File: config.mk
export PLATFORM = sky130hd
export DESIGN_NAME = weight_loader
export DESIGN_NICKNAME = d
export VERILOG_FILES = /design/src/rtl/weight_loader.sv
export SDC_FILE = /design/constraint.sdc
export NUM_CORES = 1
export LEC_CHECK = 0
export BUFFER_PORTS_ARGS = -buffer_cell sky130_fd_sc_hd__buf_2
export CAP_MARGIN = 30
export CORE_MARGIN = 3
export CORE_UTILIZATION = 50
export DETAILED_ROUTE_END_ITERATION = 12
export HOLD_SLACK_MARGIN = 0.06
export MAX_ROUTING_LAYER = met4
export PLACE_DENSITY = 0.89
export SLEW_MARGIN = 20
export SYNTH_ARGS = -nofsm -noshare
export SYNTH_HDL_FRONTEND = slang
export SYNTH_SLANG_ARGS = --single-unit
File: constraint.sdc
create_clock -name clk -period 4.3 [get_ports clk]
set_clock_uncertainty 0.1 [all_clocks]
set_input_delay 0.43 -clock clk [delete_from_list [all_inputs] [get_ports clk]]
set_output_delay 0.43 -clock clk [all_outputs]
set_load 0.02 [all_outputs]
File: src/rtl/weight_loader.sv
// Streams signed weight words from a host into a layered weight store, one
// assembled row per write strobe. Optional frame checksum: LOADER_CHECKSUM_EN.
module weight_loader #(
    parameter int data_size  = 16,
    parameter int size       = 3,
    parameter int layer_size = 5
) (
    input  logic                        clk,
    input  logic                        rst_n,
    input  logic                        start,
    input  logic                        abort,
    input  logic [data_size-1:0]        in_data,
    input  logic                        in_valid,
    output logic                        in_ready,
    output logic [31:0]                 write_layer_index,
    output logic [31:0]                 write_row_index,
    output logic [data_size*size-1:0]   write_data,
    output logic                        is_write,
    output logic                        busy,
    output logic                        done,
    output logic                        checksum_err
);

    localparam int CW = (size > 1) ? $clog2(size) : 1;
    localparam int LW = $clog2(layer_size + 1);

    typedef enum logic [2:0] {
        S_IDLE,
        S_LOAD,
        S_WRITE,
        S_CHECK,
        S_FINISH
    } state_t;

    state_t                      r_state;
    state_t                      w_next;
    logic [CW-1:0]               r_col;
    logic [CW-1:0]               r_row;
    logic [LW-1:0]               r_layer;
    logic [data_size*size-1:0]   r_wdata;

    logic w_accept;
    logic w_last_col;
    logic w_last_row;
    logic w_last_layer;
    logic w_in_ready;

    assign w_last_col   = (r_col == CW'(size - 1));
    assign w_last_row   = (r_row == CW'(size - 1));
    assign w_last_layer = (r_layer == LW'(layer_size - 1));

    // abort masks the handshake so no word is consumed in the cycle it is raised
`ifdef LOADER_CHECKSUM_EN
    assign w_in_ready = !abort && ((r_state == S_LOAD) || (r_state == S_CHECK));
`else
    assign w_in_ready = !abort && (r_state == S_LOAD);
`endif
    assign w_accept = in_valid && w_in_ready;

    always_ff @(posedge clk or negedge rst_n) begin
        if (!rst_n) begin
            r_state <= S_IDLE;
        end else begin
            r_state <= w_next;
        end
    end

    always_comb begin
        w_next = r_state;
        case (r_state)
            S_IDLE: begin
                if (start) w_next = S_LOAD;
            end
            S_LOAD: begin
                if (w_accept && w_last_col) w_next = S_WRITE;
            end
            S_WRITE: begin
                if (w_last_row && w_last_layer) begin
`ifdef LOADER_CHECKSUM_EN
                    w_next = S_CHECK;
`else
                    w_next = S_FINISH;
`endif
                end else begin
                    w_next = S_LOAD;
                end
            end
            S_CHECK: begin
`ifdef LOADER_CHECKSUM_EN
                if (w_accept) w_next = S_FINISH;
`else
                w_next = S_IDLE;
`endif
            end
            S_FINISH: w_next = S_IDLE;
            default:  w_next = S_IDLE;
        endcase
        if (abort && (r_state != S_IDLE)) w_next = S_IDLE;
    end

    always_ff @(posedge clk or negedge rst_n) begin
        if (!rst_n) begin
            r_col   <= '0;
            r_row   <= '0;
            r_layer <= '0;
            r_wdata <= '0;
        end else if (r_state == S_IDLE) begin
            if (start) begin
                r_col   <= '0;
                r_row   <= '0;
                r_layer <= '0;
            end
        end else if (!abort) begin
            if ((r_state == S_LOAD) && w_accept) begin
                for (int unsigned k = 0; k < size; k++) begin
                    if (r_col == CW'(k)) r_wdata[(size-k)*data_size-1 -: data_size] <= in_data;
                end
                r_col <= r_col + CW'(1);
            end
            if (r_state == S_WRITE) begin
                r_col <= '0;
                if (w_last_row) begin
                    r_row   <= '0;
                    r_layer <= r_layer + LW'(1);
                end else begin
                    r_row <= r_row + CW'(1);
                end
            end
        end
    end

`ifdef LOADER_CHECKSUM_EN
    logic [data_size-1:0] r_sum;
    logic                 r_err;

    always_ff @(posedge clk or negedge rst_n) begin
        if (!rst_n) begin
            r_sum <= '0;
            r_err <= 1'b0;
        end else if (r_state == S_IDLE) begin
            if (start) begin
                r_sum <= '0;
                r_err <= 1'b0;
            end
        end else if (w_accept) begin
            if (r_state == S_LOAD) r_sum <= r_sum + in_data;
            if ((r_state == S_CHECK) && (in_data != r_sum)) r_err <= 1'b1;
        end
    end

    assign checksum_err = r_err;
`else
    assign checksum_err = 1'b0;
`endif

    assign in_ready          = w_in_ready;
    assign is_write          = (r_state == S_WRITE) && !abort;
    assign done              = (r_state == S_FINISH) && !abort;
    assign busy              = (r_state != S_IDLE);
    assign write_data        = r_wdata;
    assign write_row_index   = 32'(r_row);
    assign write_layer_index = 32'(r_layer);

endmodule

# --- Yosys cells after proc, flatten, opt, wreduce, memory -nomap -nowiden ---
# Cells that the tools add are included.
totals:
  output_inout_bits: 117
  elab_cells: 64
  reg_bits: 58
  input_bits: 21
classes:
  n_eq_ne: 11
  bitwise: 2
  muxes: 19
  n_reduce_logical: 22
  add_sub_neg: 3
op_table:
  columns: ["operator", "count"]
  rows:
  - ["$mux W3", 9]
  - ["$mux W2", 9]
  - ["$reduce_and A4 Y1", 4]
  - ["$pmux W3 S3", 1]
  - ["$logic_and A1 B1 Y1", 8]
  - ["$eq A3 B3 Y1 const B", 2]
  - ["$ne A3 B3 Y1 const B", 2]
  - ["$reduce_and A3 Y1", 2]
  - ["$reduce_bool A3 Y1", 2]
  - ["$add A2 B1 Y2 const B", 2]
  - ["$eq A2 B2 Y1 const B", 2]
  - ["$reduce_bool A2 Y1", 2]
  - ["$add A3 B1 Y3 const B", 1]
  - ["$eq A3 B1 Y1 const B", 1]
  - ["$eq A3 B2 Y1 const B", 1]
  - ["$logic_not A3 Y1", 1]
  - ["$eq A2 B1 Y1 const B", 1]
  - ["$logic_not A2 Y1", 1]
  - ["$ne A2 B1 Y1 const B", 1]
  - ["$ne A2 B2 Y1 const B", 1]
  - ["$not A1 Y1", 2]
  - ["$reduce_and A2 Y1", 1]
  - ["$logic_not A1 Y1", 1]

# --- Logic depth before layout (Yosys ltp) ---
# Gate-level depths: netlist (run 1).
logic_depth:
  depth_word: 8
  depth_mapped: 6
  mapped_depth_nobuf: 6

# --- Worst setup path before layout (run 1) ---
# OpenSTA, ideal clock, no wires.
synth_timing:
  path_type: "reg2reg"
  startpoint: "reg r_state[2]"
  endpoint: "reg r_wdata[0], in the netlist write_data[0]"
  path_slack_ns: 2.357
  t_required_ns: 4.075
  arrival_ns: 1.718
  path_buffers: 2
  setup_time_ns: 0.125
  period_less_slack_ns: 1.943
  path_stages_with_launch: 6
  cell_sequence: "dfrtp_1 -> nor4b_4 -> and3_1 -> buf_4 -> buf_6 -> mux2_2"
synth_via:
  elab_chain_len: 5
  elab_cells_between_ends: 7
  cone_classes: "eq/ne (1); bitwise (1); reduce/logical (5)"
synth_lines:
  columns: ["item", "line_no", "text"]
  rows:
  - ["start: declaration", "35", "state_t r_state;"]
  - ["start signal: assignment", "64", "r_state <= w_next;"]
  - ["$eq A3 B1 Y1", "56", "assign w_in_ready = !abort && (r_state == S_LOAD);"]
  - ["$logic_and A1 B1 Y1", "56", null]
  - ["net in_ready", "14", "output logic in_ready,"]
  - ["$logic_and A1 B1 Y1", "58", "assign w_accept = in_valid && w_in_ready;"]
  - ["$logic_and A1 B1 Y1", "114", "if ((r_state == S_LOAD) && w_accept) begin"]
  - ["$reduce_and A4 Y1 (no line)", null, null]
  - ["end signal: indexed assignment", "116", "if (r_col == CW'(k)) r_wdata[(size-k)*data_size-1 -: data_size] <= in_data;"]
  - ["end: declaration", "40", "logic [data_size*size-1:0] r_wdata;"]
# The timed path passes the listed nets, and every way through them passes these cells.
# A chain may end at the register's enable or synchronous reset.

# --- Worst setup path after layout (run 1) ---
layout_timing:
  startpoint: "reg r_state[2]"
  endpoint: "reg r_wdata[0], in the netlist write_data[0]"
layout_via:
  elab_chain_len: 5
  elab_cells_between_ends: 7
  cone_classes: "eq/ne (1); bitwise (1); reduce/logical (5)"
layout_lines:
  columns: ["item", "line_no"]
  rows:
  - ["$eq A3 B1 Y1", "56, 114"]
  - ["$logic_and A1 B1 Y1", "56"]
  - ["$logic_and A1 B1 Y1", "58"]
  - ["$logic_and A1 B1 Y1", "114"]
  - ["$reduce_and A4 Y1 (no line) *", null]
# Every way passes the cells marked *; elsewhere a longest branch is shown, timed or not.

==> reports/qor.csv, run 1 <==
stage,metric,value,unit
run_status,outcome,finished clean,
synth,netlist_instances,220,
synth,ys_seq_elements,58,
timing,worstMarginPinSlew,0.790,ns
placement,gp_congestion,0.715,
pwr,pwr-share-clk,25.7,%
route,num_vias,1697,
floorplanning,die_width,81.9,µm
floorplanning,row_count,27,
floorplanning,initial_utilization,52.0,%
worst_setup_path,path_buf_inv,0,
pwr,power.internal,1570,µW
worst_setup_path,cp.arrival,2.30,ns
synth,async_flop_share,100,%
worst_setup_path,cp_num_cells,3,
pwr,switchingPower,862,µW
placement,io_buffers,77,
timing,setup_tns,0,ns
route,routed_via_density,4.45,
worst_setup_path,worst-r2r-cell-count,3,
floorplanning,fp.coreArea,5540,µm²
worst_setup_path,crit_chain,nor4b_4 > and3_1 > mux2_2,
synth,synthTopCellsByCount,"buf_4 (61), dfrtp_1 (58), mux2_2 (28), mux2_4 (20), nand2_1 (10)",
timing,finalMaxSlewViolations,0,
timing,timing.final.crit_share,50.9,%
timing,finalHoldViolCount,0,
floorplanning,dieArea,6710,µm²
pwr,ir_drop,0.477,mV
worst_hold_path,hold_path_class,in2async,
worst_setup_path,critPathTopFamily,simple AND/OR/NAND/NOR gates,
clock_tree,htree_levels,3,
floorplanning,die_y,81.9,µm
clock_tree,clockRootBuffer,clkbuf_8,
global_routing,grt_pass1_vias,1613,
finish,drive_gt1_share,47.2,%
global_routing,track_usage,16.3,%
worst_setup_path,slowest_delay,0.73,ns
route,drtIter0Drc,44,
pwr,p_per_area,728,nW/µm²
global_routing,grt_first_pass_wirelength,7.90,mm
clock_tree,hold_buffers,0,
timing,fin_crit,2.19,ns
timing,rsz0062_at_grt,no,
worst_setup_path,critPathRequiredTime,4.41,ns
clock_tree,cts_setup_buffers,0,
timing,max_slew_margin,47.3,%
finish,final_util,60.4,%
route,drt_wl_total,5.30,mm
finish,syn2layout_area_growth,16.1,%
floorplanning,ios,138,
worst_setup_path,cp-end-kind,flop,
worst_setup_path,crit_fanout,17,
synth,syn-cell-area,2880,µm²
route,dr.pass1.iters,6,
pwr,p_leak,0.00191,µW
pwr,p_comb_share,37.8,%
pwr,p_seq_share,36.4,%
clock_tree,numCtsBuffers,9,
timing,setup_violations,0,
clock_tree,clk_pin_slew,0.06,ns
clock_tree,clockBufferDepth,2,
synth,synth_edf_count,0,
synth,synth_top_cell_by_area,dfrtp_1,
pwr,swShare,35.4,%
synth,yosysTopAreaCellShare,50.3,%
synth,yosysSeqAreaShare,50.3,%
timing,fmax,0.457,GHz
synth,synth_area_leaders,"dfrtp_1 (50%), buf_4 (16%), mux2_2 (11%)",
worst_setup_path,start_kind,flop,
global_routing,grt_overflow,0,
synth,avgSynthCellArea,13.1,µm²
clock_tree,cts.sinks,58,
synth,ys.flop_type,dfrtp_1,
finish,nets,330,
clock_tree,post_cts_resized,0,
route,drc,0,
worst_setup_path,crit_type,reg2reg,
worst_setup_path,crit_slowest_cell,and3_1,
global_routing,antenna_found_initial,0,
run,max_cap_viol_count,0,
clock_tree,cts_tree,built,
clock_tree,clkLatencyLatePin,0.32,ns
route,detail-route-antenna-nets,0,
synth,synthDistinctLibCells,24,
global_routing,grt_max_degree,59,
placement,dp_hpwl,3.82,mm
route,avgRoutedWirePerCell,13.9,µm
synth,ys_warn_count,0,
finish,num_antenna_cells,0,
synth,synth_most_common_cell,buf_4,
## kinds of logic after synthesis
| logic type | count (synthesis) | share of synthesized area [%] |
|---|---|---|
| multiplexers | 48 | 21.4 |
| buffers and inverters | 70 | 17.8 |
| flip-flops | 58 | 50.3 |
| AO/OA/AOI/OAI | 9 | 2.08 |
| adder cells (fa/ha/maj) | 5 | 2.17 |
| other | 1 | 0.130 |
| AND/OR/NAND/NOR | 29 | 6.08 |
## cell usage in the layout, fill, tap and decap left out, drive strengths merged, types with 4 or more instances in the layout
cell type	count
buf	78
nand2	12
dfrtp	58
nand3	6
clkbuf	11
o21ai	4
mux2	48
conb	60
inv	6
ha	5
## power groups by stage
| stage | sequential (µW) | combinational [µW] | clock [µW] |
|---|---|---|---|
| 2_1_floorplan | 1160 | 395 | 0 |
| 3_3_place_gp | 885 | 905 | 0 |
| 3_5_place_dp | 895 | 931 | 0 |
| 4_1_cts | 890 | 933 | 635 |
| 5_1_grt | 919 | 984 | 660 |
| 6_report | 888 | 922 | 627 |
## cell type report
class | count | area, µm²
fill | 468 | 2190
sequential | 58 | 1450
multi-input combinational | 151 | 1140
timing repair buffer | 78 | 393
clock buffer | 11 | 151
clock inverter | 5 | 100
tap | 72 | 90.1
inverter | 6 | 22.5
## worst paths after layout
| kind | slack (ns) | startpoint | to |
|---|---|---|---|
| setup / recovery | 2.11 | r_state[2] | write_data[0] |
| hold / removal | 0.13 | rst_n | write_data[20] |
| setup reg to reg | 2.11 | r_state[2] | write_data[0] |
| hold reg to reg | 0.40 | write_data[4] | write_data[4] |
| max in group asynchronous | 3.47 | rst_n | r_layer[0] |
| min in group clk | 0.26 | in_data[14] | write_data[30] |
## flip-flops by register name (all words and copies together) (netlist names)
signal      flops
r_layer         3
write_data     48
r_state         3
r_row           2
r_col           2
## routing by layer
| layer | GRT usage (%) | vias to the layer above | part of all wire [%] |
|---|---|---|---|
| met2 | 25.8 | 74 | 51 |
| met1 | 19.6 | 828 | 40 |
| li1 | - | 788 | - |
| met3 | 4.39 | 7 | 7.2 |
| met4 | 6.98 | 0 | 1.3 |
| met5 | - | - | 0 |
## metrics by stage
step           power (µW)  hold slack, ns  setup WS, ns  cell area, µm²  std cells
6_report             2440           0.128          2.11            3350        381
3_3_place_gp         1790           0.384          2.08            3100        365
5_1_grt              2560           0.202          1.95            3350        381
3_5_place_dp         1830           0.390          1.99            3100        365
2_1_floorplan        1550          0.0344          2.36            3100        279
4_1_cts              2460           0.166          2.06            3350        381
(Power assumes the default switching activity.)
==> run 2, diff against run 1 <==
CORE_UTILIZATION = 42   (was 50)
PLACE_DENSITY = 0.81   (was 0.89)
clock period = 2 ns   (was 4.3 ns; I/O delays follow)
==> reports/qor.csv, run 2 (synthesis gave the netlist of run 1 again) <==
stage,metric,value,unit,change
run_status,outcome,finished clean,,
route,routed_via_density,4.43,,-0.64%
pwr,swShare,37.4,%,+2.0 points
route,drt_wl_total,5.68,mm,+7.2%
clock_tree,cts_tree,built,,
timing,fmax,0.535,GHz,+17%
pwr,p_leak,0.00196,µW,+2.7%
floorplanning,dieArea,7890,µm²,+18%
clock_tree,post_cts_resized,0,,unchanged
worst_setup_path,cp.arrival,1.97,ns,-0.33 ns
placement,dp_hpwl,4.16,mm,+9.1%
pwr,p_seq_share,39.0,%,+2.6 points
route,drtIter0Drc,26,,-41%
floorplanning,die_width,88.8,µm,+8.4%
clock_tree,cts.sinks,58,,unchanged
route,num_vias,1788,,+5.4%
global_routing,grt_first_pass_wirelength,8.83,mm,+12%
placement,gp_congestion,0.764,,+6.8%
clock_tree,htree_levels,3,,unchanged
placement,dp_slack,0.150,ns,-1.84 ns
finish,drive_gt1_share,44.3,%,-2.9 points
clock_tree,clkLatencyLatePin,0.32,ns,about the same
timing,worstMarginPinSlew,0.688,ns,-0.102 ns
worst_setup_path,cp-end-kind,flop,,
run,max_cap_viol_count,0,,unchanged
global_routing,track_usage,15.5,%,-0.81 points
timing,finalHoldViolCount,0,,unchanged
global_routing,grt_max_degree,31,,-47%
clock_tree,hold_buffers,17,,+17
global_routing,antenna_found_initial,0,,unchanged
finish,nets,348,,+5.5%
timing,max_slew_margin,54.1,%,+6.8 points
clock_tree,clk_pin_slew,0.06,ns,about the same
pwr,pwr-share-clk,19.9,%,-5.8 points
clock_tree,clockBufferDepth,2,,unchanged
floorplanning,fp.coreArea,6490,µm²,+17%
floorplanning,ios,138,,unchanged
floorplanning,initial_utilization,44.4,%,-7.6 points
timing,setup_violations,0,,unchanged
timing,setup_tns,0,ns,unchanged
pwr,ir_drop,0.755,mV,+58%
finish,syn2layout_area_growth,21.0,%,
clock_tree,clockRootBuffer,clkbuf_8,,
pwr,p_comb_share,41.1,%,+3.3 points
route,dr.pass1.iters,4,,-2
timing,worst_slack,0.130,ns,-1.98 ns
worst_setup_path,crit_type,reg2reg,,
global_routing,grt_pass1_vias,1749,,+8.4%
worst_hold_path,hold_path_class,in2reg,,
route,avgRoutedWirePerCell,14.0,µm,+1.1%
placement,io_buffers,77,,unchanged
clock_tree,numCtsBuffers,9,,unchanged
pwr,p_per_area,1410,nW/µm²,+93%
finish,num_antenna_cells,0,,unchanged
timing,timing.final.crit_share,93.5,%,+43 points
route,drc,0,,unchanged
worst_setup_path,crit_fanout,16,,-1
clock_tree,cts_setup_buffers,0,,unchanged
global_routing,grt_overflow,0,,unchanged
worst_setup_path,start_kind,flop,,
timing,fin_crit,1.87,ns,-0.321 ns
finish,layout_commonest_cell,buf_2,,
timing,rsz0062_at_grt,no,,
floorplanning,die_y,88.8,µm,+8.4%
floorplanning,row_count,29,,+7.4%
finish,largest_reg_flops,48,,unchanged
finish,mostFrequentLayoutCells,"buf_2 (77), conb_1 (60), dfrtp_1 (58), mux2_2 (28), mux2_4 (20)",,
worst_setup_path,critPathRequiredTime,2.10,ns,-2.31 ns
timing,finalMaxSlewViolations,0,,unchanged
pwr,switchingPower,1830,µW,+110%
pwr,power.internal,3070,µW,+95%
route,detail-route-antenna-nets,0,,unchanged
run 2: final timing paths:
check	startpoint	endpoint	slack, ns	cells past startpoint
max in group asynchronous	rst_n	write_data[44]	0.84	3
hold / removal	start	r_state[0]	0.08	3
hold reg to reg	write_data[36]	write_data[36]	0.40	1
min in group asynchronous	rst_n	write_data[5]	0.37	2
setup reg to reg	r_state[2]	write_data[44]	0.13	4
setup / recovery	r_state[2]	write_data[44]	0.13	4
run 2: worst max-delay path: stages (launching register included):
cell and delay [ns]:
dfrtp_1 0.44, nor4b_4 0.41, and2_4 0.25, nand2_4 0.19, mux2_4 0.35
run 2: power groups by stage:
| stage | clock, µW | sequential [µW] | combinational [µW] |
|---|---|---|---|
| 5_1_grt | 1050 | 1990 | 2150 |
| 6_report | 976 | 1910 | 2010 |
| 2_1_floorplan | 0 | 2490 | 849 |
| 4_1_cts | 1010 | 1920 | 2040 |
| 3_5_place_dp | 0 | 1930 | 2010 |
| 3_3_place_gp | 0 | 1920 | 1970 |
run 2: final cells by class:
class / instances / area, µm²
clock inverter: 2 / 10.0
tap: 77 / 96.3
inverter: 6 / 22.5
timing repair buffer: 96 / 596
clock buffer: 14 / 173
fill: 566 / 3010
multi-input combinational: 151 / 1140
sequential: 58 / 1450
run 2: routing by layer:
layer	up-vias	global-route usage, %	part of all wire, %
met5	-	-	0
met4	0	8.10	2.0
met3	10	2.98	6.0
met2	77	24.8	52
met1	870	18.4	40
li1	831	-	-
run 2: metrics by stage:
step	std cells	instance area, µm²	total power [µW]	hold WS, ns	util, %
detailed placement	371	3130	3950	0.176	48.3
global placement	371	3130	3880	0.176	48.3
finish	404	3490	4900	0.0756	53.7
floorplan	279	3100	3340	-0.196	-
global route	404	3490	5190	0.0893	53.7
CTS	404	3490	4970	0.0641	53.7
